==> src/rtl/sys_ctrl_pkg.sv <==
// Shared definitions for the command controller: FSM states, command
// opcodes and the register-file addresses that hold the ALU operands.
package sys_ctrl_pkg;

   typedef enum logic [3:0] {
      ST_IDLE,
      ST_WR_ADDR,
      ST_WR_DATA,
      ST_RD_ADDR,
      ST_RD_WAIT,
      ST_ALU_A,
      ST_ALU_B,
      ST_ALU_FN,
      ST_ALU_WAIT,
      ST_TX_PUSH
   } state_t;

   localparam logic [7:0] CMD_RF_WR   = 8'hAA;
   localparam logic [7:0] CMD_RF_RD   = 8'hBB;
   localparam logic [7:0] CMD_ALU_OP  = 8'hCC;
   localparam logic [7:0] CMD_ALU_NOP = 8'hDD;

   localparam int ALU_A_ADDR = 0;
   localparam int ALU_B_ADDR = 1;

   // States that are waiting for the next byte of a partially received frame.
   function automatic logic is_frame_state(input state_t s);
      return (s == ST_WR_ADDR) || (s == ST_WR_DATA) || (s == ST_RD_ADDR) ||
             (s == ST_ALU_A)   || (s == ST_ALU_B)   || (s == ST_ALU_FN);
   endfunction

endpackage

==> src/rtl/sys_cmd_tx_push.sv <==
// Response serialiser: holds up to two bytes (low byte first) and writes
// them into the TX FIFO, stalling while the FIFO reports full. The byte
// being offered stays on data until it has actually been written.
module sys_cmd_tx_push #(
   parameter int DATA_WIDTH = 8
) (
   input  logic                  clk,
   input  logic                  rst,
   input  logic                  load,
   input  logic                  two,
   input  logic [DATA_WIDTH-1:0] lo,
   input  logic [DATA_WIDTH-1:0] hi,
   input  logic                  full,
   output logic [DATA_WIDTH-1:0] data,
   output logic                  vld,
   output logic                  done
);

   logic                  pend;
   logic                  more;
   logic [DATA_WIDTH-1:0] hi_byte;
   logic                  write;

   // A write happens only in a cycle where a byte is pending and the FIFO has room.
   assign write = pend && !full;
   assign vld   = write;
   assign done  = write && !more;

   // Load a new response, or step to the high byte / empty after each write.
   always_ff @(posedge clk) begin
      if (rst) begin
         pend <= 1'b0;
         more <= 1'b0;
         data <= '0;
      end else if (load) begin
         pend    <= 1'b1;
         more    <= two;
         data    <= lo;
         hi_byte <= hi;
      end else if (write) begin
         if (more) begin
            data <= hi_byte;
            more <= 1'b0;
         end else begin
            pend <= 1'b0;
         end
      end
   end

endmodule

==> src/rtl/sys_cmd_ctrl.sv <==
// Command decoder / sequencer between the UART RX path and the register
// file / ALU. Parses byte-framed commands, issues RF read/write strobes,
// starts ALU operations and queues response bytes for the UART TX FIFO.
// Optional build macro SYS_CMD_TIMEOUT_EN: abort a partial frame to IDLE
// after TIMEOUT_CYCLES cycles without a new byte.
module sys_cmd_ctrl
   import sys_ctrl_pkg::*;
#(
   parameter int DATA_WIDTH     = 8,
   parameter int ADDR_WIDTH     = 4,
   parameter int FUN_WIDTH      = 4,
   parameter int TIMEOUT_CYCLES = 1024
) (
   input  logic                    CLK,
   input  logic                    RST,
   input  logic [DATA_WIDTH-1:0]   RX_P_DATA,
   input  logic                    RX_D_VLD,
   input  logic [DATA_WIDTH-1:0]   RF_RdData,
   input  logic                    RF_RdData_Valid,
   input  logic [2*DATA_WIDTH-1:0] ALU_OUT,
   input  logic                    ALU_OUT_Valid,
   input  logic                    TX_FIFO_FULL,
   output logic                    RF_WrEn,
   output logic                    RF_RdEn,
   output logic [ADDR_WIDTH-1:0]   RF_Address,
   output logic [DATA_WIDTH-1:0]   RF_WrData,
   output logic                    ALU_EN,
   output logic [FUN_WIDTH-1:0]    ALU_FUN,
   output logic                    CLKG_EN,
   output logic [DATA_WIDTH-1:0]   TX_P_DATA,
   output logic                    TX_D_VLD,
   output logic                    BUSY
);

   state_t                  state;
   state_t                  state_nxt;
   logic [ADDR_WIDTH-1:0]   addr_lat;
   logic [ADDR_WIDTH-1:0]   addr_lat_nxt;
   logic                    wr_en_nxt;
   logic                    rd_en_nxt;
   logic [ADDR_WIDTH-1:0]   address_nxt;
   logic [DATA_WIDTH-1:0]   wr_data_nxt;
   logic                    alu_en_nxt;
   logic [FUN_WIDTH-1:0]    alu_fun_nxt;
   logic                    clkg_en_nxt;
   logic                    tx_load;
   logic                    tx_two;
   logic [DATA_WIDTH-1:0]   tx_lo;
   logic [DATA_WIDTH-1:0]   tx_hi;
   logic                    tx_done;
   logic                    tmo_hit;

`ifdef SYS_CMD_TIMEOUT_EN
   localparam int CNT_W = (TIMEOUT_CYCLES > 1) ? $clog2(TIMEOUT_CYCLES) : 1;

   logic [CNT_W-1:0] tmo_cnt;
   logic             in_frame;

   assign in_frame = is_frame_state(state);
   assign tmo_hit  = in_frame && !RX_D_VLD && (tmo_cnt == CNT_W'(TIMEOUT_CYCLES - 1));

   // Inter-byte counter: restarts on each byte, rests at zero outside frame states.
   always_ff @(posedge CLK) begin
      if (RST || !in_frame || RX_D_VLD) begin
         tmo_cnt <= '0;
      end else begin
         tmo_cnt <= tmo_cnt + CNT_W'(1);
      end
   end
`else
   assign tmo_hit = 1'b0;
`endif

   // Next-state and next-output decode; strobes default low, held outputs keep value.
   always_comb begin
      state_nxt    = state;
      addr_lat_nxt = addr_lat;
      wr_en_nxt    = 1'b0;
      rd_en_nxt    = 1'b0;
      address_nxt  = RF_Address;
      wr_data_nxt  = RF_WrData;
      alu_en_nxt   = 1'b0;
      alu_fun_nxt  = ALU_FUN;
      clkg_en_nxt  = CLKG_EN;
      tx_load      = 1'b0;
      tx_two       = 1'b0;
      tx_lo        = ALU_OUT[DATA_WIDTH-1:0];
      tx_hi        = ALU_OUT[2*DATA_WIDTH-1:DATA_WIDTH];

      case (state)
         ST_IDLE: begin
            if (RX_D_VLD) begin
               if (RX_P_DATA == DATA_WIDTH'(CMD_RF_WR)) begin
                  state_nxt = ST_WR_ADDR;
               end else if (RX_P_DATA == DATA_WIDTH'(CMD_RF_RD)) begin
                  state_nxt = ST_RD_ADDR;
               end else if (RX_P_DATA == DATA_WIDTH'(CMD_ALU_OP)) begin
                  state_nxt = ST_ALU_A;
               end else if (RX_P_DATA == DATA_WIDTH'(CMD_ALU_NOP)) begin
                  state_nxt = ST_ALU_FN;
               end
            end
         end
         ST_WR_ADDR: begin
            if (RX_D_VLD) begin
               addr_lat_nxt = RX_P_DATA[ADDR_WIDTH-1:0];
               state_nxt    = ST_WR_DATA;
            end
         end
         ST_WR_DATA: begin
            if (RX_D_VLD) begin
               wr_en_nxt   = 1'b1;
               address_nxt = addr_lat;
               wr_data_nxt = RX_P_DATA;
               state_nxt   = ST_IDLE;
            end
         end
         ST_RD_ADDR: begin
            if (RX_D_VLD) begin
               rd_en_nxt   = 1'b1;
               address_nxt = RX_P_DATA[ADDR_WIDTH-1:0];
               state_nxt   = ST_RD_WAIT;
            end
         end
         ST_RD_WAIT: begin
            if (RF_RdData_Valid) begin
               tx_load   = 1'b1;
               tx_lo     = RF_RdData;
               state_nxt = ST_TX_PUSH;
            end
         end
         ST_ALU_A: begin
            if (RX_D_VLD) begin
               wr_en_nxt   = 1'b1;
               address_nxt = ADDR_WIDTH'(ALU_A_ADDR);
               wr_data_nxt = RX_P_DATA;
               state_nxt   = ST_ALU_B;
            end
         end
         ST_ALU_B: begin
            if (RX_D_VLD) begin
               wr_en_nxt   = 1'b1;
               address_nxt = ADDR_WIDTH'(ALU_B_ADDR);
               wr_data_nxt = RX_P_DATA;
               state_nxt   = ST_ALU_FN;
            end
         end
         ST_ALU_FN: begin
            if (RX_D_VLD) begin
               alu_en_nxt  = 1'b1;
               alu_fun_nxt = RX_P_DATA[FUN_WIDTH-1:0];
               clkg_en_nxt = 1'b1;
               state_nxt   = ST_ALU_WAIT;
            end
         end
         ST_ALU_WAIT: begin
            if (ALU_OUT_Valid) begin
               tx_load     = 1'b1;
               tx_two      = 1'b1;
               clkg_en_nxt = 1'b0;
               state_nxt   = ST_TX_PUSH;
            end
         end
         ST_TX_PUSH: begin
            if (tx_done) begin
               state_nxt = ST_IDLE;
            end
         end
         default: begin
            state_nxt = ST_IDLE;
         end
      endcase

      // A stalled partial frame is dropped without issuing anything.
      if (tmo_hit) begin
         state_nxt = ST_IDLE;
      end
   end

   // State and registered outputs; reset clears everything, even mid-frame.
   always_ff @(posedge CLK) begin
      if (RST) begin
         state      <= ST_IDLE;
         addr_lat   <= '0;
         RF_WrEn    <= 1'b0;
         RF_RdEn    <= 1'b0;
         RF_Address <= '0;
         RF_WrData  <= '0;
         ALU_EN     <= 1'b0;
         ALU_FUN    <= '0;
         CLKG_EN    <= 1'b0;
         BUSY       <= 1'b0;
      end else begin
         state      <= state_nxt;
         addr_lat   <= addr_lat_nxt;
         RF_WrEn    <= wr_en_nxt;
         RF_RdEn    <= rd_en_nxt;
         RF_Address <= address_nxt;
         RF_WrData  <= wr_data_nxt;
         ALU_EN     <= alu_en_nxt;
         ALU_FUN    <= alu_fun_nxt;
         CLKG_EN    <= clkg_en_nxt;
         BUSY       <= (state_nxt != ST_IDLE);
      end
   end

   sys_cmd_tx_push #(
      .DATA_WIDTH(DATA_WIDTH)
   ) u_tx_push (
      .clk (CLK),
      .rst (RST),
      .load(tx_load),
      .two (tx_two),
      .lo  (tx_lo),
      .hi  (tx_hi),
      .full(TX_FIFO_FULL),
      .data(TX_P_DATA),
      .vld (TX_D_VLD),
      .done(tx_done)
   );

endmodule

==> config.mk <==
export PLATFORM = sky130hd
export DESIGN_NAME = sys_cmd_ctrl
export DESIGN_NICKNAME = d
export VERILOG_FILES = /design/src/rtl/sys_ctrl_pkg.sv /design/src/rtl/sys_cmd_tx_push.sv /design/src/rtl/sys_cmd_ctrl.sv
export SDC_FILE = /design/constraint.sdc
export NUM_CORES = 1
export LEC_CHECK = 0
export BUFFER_PORTS_ARGS = -buffer_cell sky130_fd_sc_hd__clkbuf_2
export CAP_MARGIN = 10
export CELL_PAD_IN_SITES_DETAIL_PLACEMENT = 0
export CELL_PAD_IN_SITES_GLOBAL_PLACEMENT = 1
export CORE_MARGIN = 8
export CORE_UTILIZATION = 33
export DETAILED_ROUTE_END_ITERATION = 8
export HOLD_SLACK_MARGIN = 0.02
export PLACE_DENSITY = 0.82
export SYNTH_ARGS = -nofsm -noshare
export SYNTH_HDL_FRONTEND = slang
export SYNTH_SLANG_ARGS = --single-unit
==> constraint.sdc <==
create_clock -name CLK -period 1.81 [get_ports CLK]
set_input_delay 0.0905 -clock CLK [delete_from_list [all_inputs] [get_ports CLK]]
set_output_delay 0.0905 -clock CLK [all_outputs]
set_load 0.005 [all_outputs]
==> results of run 1 <==
cell type report:
cell class                      count  area share
Multi-Input combinational cell    152       0.354
Sequential cell                    47       0.361
Clock inverter                      3     0.00662
Timing Repair Buffer               97       0.213
Tap cell                           77      0.0340
Inverter                            5     0.00662
Clock buffer                        5      0.0243
kinds of logic (layout without fill, tap and decap cells):
family	after synthesis	in the layout	synth area share
AND/OR/NAND/NOR	72	72	0.168
AO/OA/AOI/OAI	51	51	0.170
flip-flops	47	47	0.490
multiplexers	28	28	0.135
buffers and inverters	17	110	0.0331
XOR/XNOR	1	1	0.00421
per-stage QoR:
| stage | std cells | worst slack, ns | TNS [ns] |
|---|---|---|---|
| after floorplan | 216 | 0.0213 | 0 |
| after global placement | 369 | -0.00456 | -0.00456 |
| after detailed placement | 369 | -0.0325 | -0.405 |
| after CTS | 385 | 0.0304 | 0 |
| after global routing | 386 | -0.00476 | -0.00476 |
| final | 386 | 0.0486 | 0 |
report_power, final:
| group | leakage [nW] | switching [mW] | internal [mW] |
|---|---|---|---|
| combinational | 0.827 | 0.0624 | 0.0652 |
| sequential | 0.387 | 0.00165 | 1.06 |
| clock | 0.0483 | 0.367 | 0.272 |
synth_stat cells, types with 2 or more instances:
library cell                instances  area share
sky130_fd_sc_hd__or4_1              2      0.0072
sky130_fd_sc_hd__nand4_1            2      0.0060
sky130_fd_sc_hd__a21oi_1            6       0.014
sky130_fd_sc_hd__a22oi_1            4       0.014
sky130_fd_sc_hd__buf_2              4      0.0096
sky130_fd_sc_hd__edfxtp_1           8        0.12
sky130_fd_sc_hd__nand3_1            5       0.012
sky130_fd_sc_hd__nor2_1            30       0.054
sky130_fd_sc_hd__nand3b_1           2      0.0072
sky130_fd_sc_hd__a22o_1             8       0.034
sky130_fd_sc_hd__mux2i_1           28        0.13
sky130_fd_sc_hd__and2_1             3      0.0090
sky130_fd_sc_hd__o2bb2ai_1          3       0.013
sky130_fd_sc_hd__clkbuf_1           8       0.014
sky130_fd_sc_hd__nand2_1           12       0.022
sky130_fd_sc_hd__a31oi_1            3      0.0090
sky130_fd_sc_hd__nor4bb_1           2      0.0096
sky130_fd_sc_hd__and3_1             2      0.0060
sky130_fd_sc_hd__dfxtp_1           39        0.38
sky130_fd_sc_hd__nor3_1             4      0.0096
sky130_fd_sc_hd__nor2b_1            5       0.015
sky130_fd_sc_hd__inv_1              5      0.0090
sky130_fd_sc_hd__o21ai_0           13       0.031
path summary, 6_finish.rpt:
path                    end  slack, ns  cells after the start
min reg2reg         CLKG_EN       0.47                      2
max                    BUSY       0.05                      5
min          u_tx_push.pend       0.08                      2
max reg2reg            BUSY       0.05                      5
sequential cells by signal, indices dropped and copies added (netlist names):
name,count
state,4
u_tx_push.hi_byte,8
RF_WrData,8
ALU_FUN,4
u_tx_push.pend,1
BUSY,1
RF_RdEn,1
addr_lat,4
ALU_EN,1
u_tx_push.data,8
CLKG_EN,1
RF_Address,4
RF_WrEn,1
u_tx_push.more,1
routing by layer:
metal,up-vias,wire [µm],track usage
met4,0,145,0.0461
met2,67,2740,0.201
met3,15,399,0.0394
met1,891,2650,0.170
li1,972,-,-
met5,-,0,0
repair_timing:
item / CTS / global route
pin swaps: 4 / 2
gates resized for setup: 2 / 5
hold endpoints to repair: 8 / 0
hold buffers: 8 / 0
setup endpoints to repair: 16 / 25
setup buffers: 0 / 1
gates cloned: 0 / 0
==> out/results.ini, run 1 <==
[die]
top_level_ports=68
initial_utilization=0.334
fp-row-count=29
die-width_um=95.4
design.die.area_um2=9110
floorplan.core_area_um2=6240
die_height_um=95.4

[synthesis]
synth-main-ff-cell=sky130_fd_sc_hd__dfxtp_1
synthArstFlopShare=0
synth_seq_area_share=0.490
synth_enable_flop_cells=8
synth_register_bits=47
postSynthAreaPerCell_um2=9.64
syn-cell-area_um2=2080
synth_warnings=0
postSynthNetCount=254
synthCells=216
ys_types=41

[cts]
ctsLongestPathBuffers=2
cts_buffers=5
clk_pin_slew_ns=0.09
cts_tree=done
root_buffer=sky130_fd_sc_hd__clkbuf_8
clock_sink_count=47
worst_skew_pair.late_latency_ns=0.30
clock_tree.htree_level_count=2

[critical_path]
path_cells=or3b_4 -> a31o_1 -> a211oi_2 -> o22ai_1 -> or4_1
worstReg2RegStart=u_tx_push.pend
cp_max_fo=2
critical_path.top_delay_family=simple AND/OR/NAND/NOR gates
startpoint=u_tx_push.pend
timing.critical_path.slowest_cell_delay_ns=0.46
worst_ep_arrival_time_ns=1.94
critical-path-slowest-cell=sky130_fd_sc_hd__or4_1
critPathRequiredTime_ns=1.99
cp_num_buf_inv=0
startpoint_type=flop
worstSetupPathType=reg -> reg
timing.critical_path.to_type=flop

[power_and_ir_drop]
p_per_area_nw_per_um2=646
leakage_power_nw=1.26
design_power_total_mw=1.83
ir_worst_vdd_v=0.000444

[sta]
max-slew-margin-rel=0.695
hold-worst-slack_ns=0.0821
setup_viol=0
hold_violation_total_from_the_final_report=0
fmax_mhz=568
min_period_over_period=0.973
clock_skew_ns=0.00320
report.final.slew_viol_count=0
timing_worst_slew_pin_value_ns=0.454
grt_setup_unrepaired=true
finalCriticalPeriod_ns=1.76

[finish]
fill_cells=615
post-route-util=0.454
multiInputGateArea_um2=1000
finalInstanceArea_um2=2840
drive_above_1_share=0.340
layout.area.seq_um2=1020
final_common_cell=sky130_fd_sc_hd__clkbuf_2
nNetsFinal=346
area_growth_syn_to_layout_pct=36.2
layout.cells.most_common_list=sky130_fd_sc_hd__clkbuf_2 (67), sky130_fd_sc_hd__dfxtp_1 (36), sky130_fd_sc_hd__nor2_1 (30)
antennaDiodeCount=0

[global_routing]
number_of_global_route_vias_before_repair=1899
globalRouteTotalUtil=0.131
grt_max_degree=18
wire_length_of_the_first_global_routing_pass_um=9340
gr-total-overflow=0
grt_antenna_before_repair=0

[placed_design]
detailed_place.area_um2=2650
finalWeightedCongestion=0.897
number_of_buffers_added_on_ports=67
dp_hpwl_um=4390

[routing]
drt_pass1_iterations=5
detail-route-antenna-nets=0
routed-via-count=1945
drt_wl_total_um=5940
first_iter_violations=173
routed_wire_length_per_instance_um=15.4
routed_via_density=5.04
drc_errors=0

[outcome]
outcome=finished, final reports clean

[hold_path]
hp-class=in -> reg
hp-start=RST

[flow_run]
max_cap_violations=0

No activity file was read; power rests on OpenSTA's default activity.
==> run 2, diff against run 1 <==
--- a/config.mk
+++ b/config.mk
@@ -5,15 +5,16 @@
 export SDC_FILE = /design/constraint.sdc
 export NUM_CORES = 1
 export LEC_CHECK = 0
+export ABC_AREA = 1
 export BUFFER_PORTS_ARGS = -buffer_cell sky130_fd_sc_hd__clkbuf_2
 export CAP_MARGIN = 10
 export CELL_PAD_IN_SITES_DETAIL_PLACEMENT = 0
 export CELL_PAD_IN_SITES_GLOBAL_PLACEMENT = 1
 export CORE_MARGIN = 8
-export CORE_UTILIZATION = 33
+export CORE_UTILIZATION = 38
 export DETAILED_ROUTE_END_ITERATION = 8
 export HOLD_SLACK_MARGIN = 0.02
-export PLACE_DENSITY = 0.82
+export PLACE_DENSITY = 0.91
 export SYNTH_ARGS = -nofsm -noshare
 export SYNTH_HDL_FRONTEND = slang
 export SYNTH_SLANG_ARGS = --single-unit
==> constraint.sdc (replaced) <==
create_clock -name CLK -period 2.3 [get_ports CLK]
set_input_delay 0.115 -clock CLK [delete_from_list [all_inputs] [get_ports CLK]]
set_output_delay 0.115 -clock CLK [all_outputs]
set_load 0.005 [all_outputs]
==> run 2 against run 1 <==
Against the previous run:
- combinational power is 20% lower
- global-route usage is 1.1 points higher
- flip-flop and latch count stayed put
- final area is 4.1% lower
- power is 9.9% lower
- clock power is 10% higher
- register-to-register slack better by 0.32 ns
- die area is 9.6% lower
- fmax is 8.7% lower
- synthesized cell count is 26% higher
- critical path type unchanged
- largest cell class unchanged
==> out/results.ini, run 2 <==
[sta]
setup_viol=0  ; unchanged
hold-worst-slack_ns=0.0635  ; was 0.0821 ns
finalCriticalPeriod_ns=1.93  ; was 1.76 ns
hold_violation_total_from_the_final_report=0  ; unchanged
setup-tns-final_ns=0  ; unchanged
grt_setup_unrepaired=false  ; was true
timing_worst_slew_pin_value_ns=0.620  ; was 0.454 ns
min_period_over_period=0.839  ; was 0.973
clock_skew_ns=0.00632  ; was 0.00320 ns
max-slew-margin-rel=0.585  ; was 0.695
fmax_mhz=518  ; was 568 MHz
report.final.slew_viol_count=0  ; unchanged

[finish]
area_growth_syn_to_layout_pct=28.2  ; was 36.2%
largestRegisters=RF_WrData x8, u_tx_push.data x8, u_tx_push.hi_byte x8  ; unchanged
fill_cells=542  ; was 615
multiInputGateArea_um2=948  ; was 1000 µm²
layout.cells.most_common_list=sky130_fd_sc_hd__clkbuf_2 (67), sky130_fd_sc_hd__nand2_1 (44), sky130_fd_sc_hd__dfxtp_1 (39)  ; was sky130_fd_sc_hd__clkbuf_2 (67), sky130_fd_sc_hd__dfxtp_1 (36), sky130_fd_sc_hd__nor2_1 (30)
nNetsFinal=385  ; was 346
final_common_cell=sky130_fd_sc_hd__clkbuf_2  ; unchanged
layout.area.seq_um2=1020  ; about the same
finalInstanceArea_um2=2720  ; was 2840 µm²
antennaDiodeCount=0  ; unchanged
drive_above_1_share=0.290  ; was 0.340

[synthesis]
post_synth_most_frequent_cells=sky130_fd_sc_hd__nand2_1 (44), sky130_fd_sc_hd__dfxtp_1 (39), sky130_fd_sc_hd__nor2_1 (32)  ; was sky130_fd_sc_hd__dfxtp_1 (39), sky130_fd_sc_hd__nor2_1 (30), sky130_fd_sc_hd__mux2i_1 (28)
synth_top_family_by_area=compound AO/OA/AOI/OAI gates  ; unchanged
synth_compound_area_frac=0.226  ; was 0.170
synth_top_cell_area_share=0.368  ; was 0.375
synth_adder_area_share=0  ; unchanged
synth_register_bits=47  ; unchanged
synth-main-ff-cell=sky130_fd_sc_hd__dfxtp_1  ; unchanged
synth_warnings=0  ; unchanged
syn-cell-area_um2=2120  ; was 2080 µm²
synth_seq_area_share=0.481  ; was 0.490
synth.largest_area_cell=sky130_fd_sc_hd__dfxtp_1  ; unchanged
synthArstFlopShare=0  ; unchanged
post_synth_mux_area_share=0  ; was 0.135
ys_types=31  ; was 41
synth_enable_flop_cells=8  ; unchanged
synth-simple-area-share=0.221  ; was 0.168
synth_xor_xnor_area_share=0  ; was 0.00421
netlist_top_cells_area=sky130_fd_sc_hd__dfxtp_1 (37%), sky130_fd_sc_hd__edfxtp_1 (11%), sky130_fd_sc_hd__nand2_1 (7.8%), sky130_fd_sc_hd__a21oi_1 (6.4%), sky130_fd_sc_hd__o21ai_0 (6.1%)  ; was sky130_fd_sc_hd__dfxtp_1 (38%), sky130_fd_sc_hd__mux2i_1 (13%), sky130_fd_sc_hd__edfxtp_1 (12%), sky130_fd_sc_hd__nor2_1 (5.4%), sky130_fd_sc_hd__a22o_1 (3.4%)
synth_most_common_cell=sky130_fd_sc_hd__nand2_1  ; was sky130_fd_sc_hd__dfxtp_1
synthCells=272  ; was 216
postSynthNetCount=310  ; was 254
postSynthAreaPerCell_um2=7.80  ; was 9.64 µm²

[power_and_ir_drop]
cell_internal_pwr_mw=1.32  ; was 1.40 mW
p_per_area_nw_per_um2=607  ; was 646 nW/µm²
p_sw_mw=0.329  ; was 0.431 mW
sw_frac_of_total=0.199  ; was 0.235
p_comb_frac=0.063  ; was 0.070
ir_worst_vdd_v=0.000356  ; was 0.000444 V
power.sequential.fraction=0.511  ; was 0.581
leakage_power_nw=1.31  ; was 1.26 nW
clock_power_share=0.426  ; was 0.349

[die]
design.die.area_um2=8230  ; was 9110 µm²
top_level_ports=68  ; unchanged
fp-row-count=27  ; was 29
die-width_um=90.7  ; was 95.4 µm
floorplan.core_area_um2=5440  ; was 6240 µm²
die_height_um=90.7  ; was 95.4 µm
initial_utilization=0.390  ; was 0.334

[outcome]
outcome=finished, final reports clean  ; unchanged

[routing]
drt_wl_total_um=5730  ; was 5940 µm
first_iter_violations=106  ; was 173
routed_wire_length_per_instance_um=13.6  ; was 15.4 µm
drt_pass1_iterations=4  ; was 5
routed_via_density=4.91  ; was 5.04
detail-route-antenna-nets=0  ; unchanged
routed-via-count=2063  ; was 1945
drc_errors=0  ; unchanged

[critical_path]
critPathRequiredTime_ns=2.24  ; was 1.99 ns
worst_ep_arrival_time_ns=1.87  ; was 1.94 ns
worstSetupPathType=reg -> reg  ; unchanged
timing.critical_path.to_type=flop  ; unchanged
cp_max_fo=12  ; was 2
startpoint_type=flop  ; unchanged
worst_r2r_path_depth=7  ; was 5

[flow_run]
max_cap_violations=0  ; unchanged

[global_routing]
gr-total-overflow=0  ; unchanged
wire_length_of_the_first_global_routing_pass_um=9590  ; was 9340 µm
globalRouteTotalUtil=0.142  ; was 0.131
grt_max_degree=27  ; was 18
number_of_global_route_vias_before_repair=2096  ; was 1899
grt_antenna_before_repair=0  ; unchanged

[placed_design]
dp_hpwl_um=4500  ; was 4390 µm
number_of_buffers_added_on_ports=67  ; unchanged
finalWeightedCongestion=0.901  ; was 0.897
detailed_place.area_um2=2510  ; was 2650 µm²

[cts]
clock_sink_count=47  ; unchanged
clock_tree.htree_level_count=2  ; unchanged
clk_pin_slew_ns=0.09  ; about the same
root_buffer=sky130_fd_sc_hd__clkbuf_8  ; unchanged
cts.repair_timing.setup_buffer_count=0  ; unchanged
cts_tree=done  ; unchanged
cts_buffers=5  ; unchanged
ctsLongestPathBuffers=2  ; unchanged
worst_skew_pair.late_latency_ns=0.30  ; about the same

[hold_path]
hold_depth=3  ; was 2
hp-class=in -> reg  ; unchanged

## run 2: changes by cell type in the layout (fill, tap and decap cells not counted), moves of 4 or more
cell                       before  now
sky130_fd_sc_hd__o21ai_1        2   12
sky130_fd_sc_hd__a22oi_1        4    0
sky130_fd_sc_hd__nand2_2        0    5
sky130_fd_sc_hd__buf_4         20    1
sky130_fd_sc_hd__o21ai_0       12   26
sky130_fd_sc_hd__o211ai_1       1    8
sky130_fd_sc_hd__nor2b_1        4    0
sky130_fd_sc_hd__or2_0          0    7
sky130_fd_sc_hd__inv_2          0    8
sky130_fd_sc_hd__mux2i_1       28    0
sky130_fd_sc_hd__a21oi_1        6   27
sky130_fd_sc_hd__a22o_1         8    0
sky130_fd_sc_hd__inv_1          5   19
sky130_fd_sc_hd__nand2_1       12   44
## run 2: layout make-up
type                       instances  share of cell area
sequential                        47               0.375
clock inverter                     2              0.0221
tap                               72              0.0331
inverter                          28              0.0391
clock buffer                       6              0.0267
multi-input combinational        189               0.349
timing repair buffer              76               0.155
## run 2: path summary, 6_finish.rpt
kind | startpoint | end | slack, ns
max | state[3] | u_tx_push.hi_byte[1] | 0.37
min | RX_P_DATA[5] | RF_WrData[5] | 0.06
max reg2reg | state[3] | u_tx_push.hi_byte[1] | 0.37
min reg2reg | u_tx_push.pend | u_tx_push.pend | 0.49
## run 2: what timing repair did
| action | in CTS | in global routing |
|---|---|---|
| resized for setup | 0 | 0 |
| hold buffers | 8 | 0 |
| hold endpoints to repair | 8 | 0 |
## run 2: critical path, cell delays in order, from the launching register on
cell	delay [ns]
sky130_fd_sc_hd__dfxtp_1	0.36
sky130_fd_sc_hd__inv_2	0.11
sky130_fd_sc_hd__nand2_2	0.08
sky130_fd_sc_hd__nor2_2	0.15
sky130_fd_sc_hd__nand2_4	0.12
sky130_fd_sc_hd__nand2_4	0.13
sky130_fd_sc_hd__inv_2	0.12
sky130_fd_sc_hd__nor2_1	0.50
## run 2: power by group through the flow
stage          logic [mW]  registers (mW)  clock network (mW)
3_5_place_dp       0.0927           0.864                   0
2_1_floorplan      0.0432           0.864                   0
5_1_grt             0.114           0.846               0.766
4_1_cts             0.104           0.845               0.720
3_3_place_gp       0.0939           0.864                   0
6_report            0.103           0.845               0.704
## run 2: kinds of logic after synthesis
group	count (synthesis)
buffers and inverters	36
DFF	47
AOI/OAI and AO/OA	85
and+or+nand+nor	104
## run 2: through the flow
step | setup WS [ns] | total power [mW] | util | cells
final | 0.370 | 1.65 | 0.500 | 420
after global routing | 0.226 | 1.73 | 0.500 | 420
after CTS | 0.354 | 1.67 | 0.500 | 420
after detailed placement | 0.374 | 0.957 | 0.461 | 404
after global placement | 0.465 | 0.958 | 0.461 | 404
after floorplan | 0.552 | 0.907 | - | 272
## run 2: metal layers
metal,up-vias,wire length [µm],GRT usage
met4,0,93,0.0624
met5,-,0,0
met3,8,204,0.0324
met2,46,2960,0.246
met1,949,2460,0.161
li1,1060,-,-
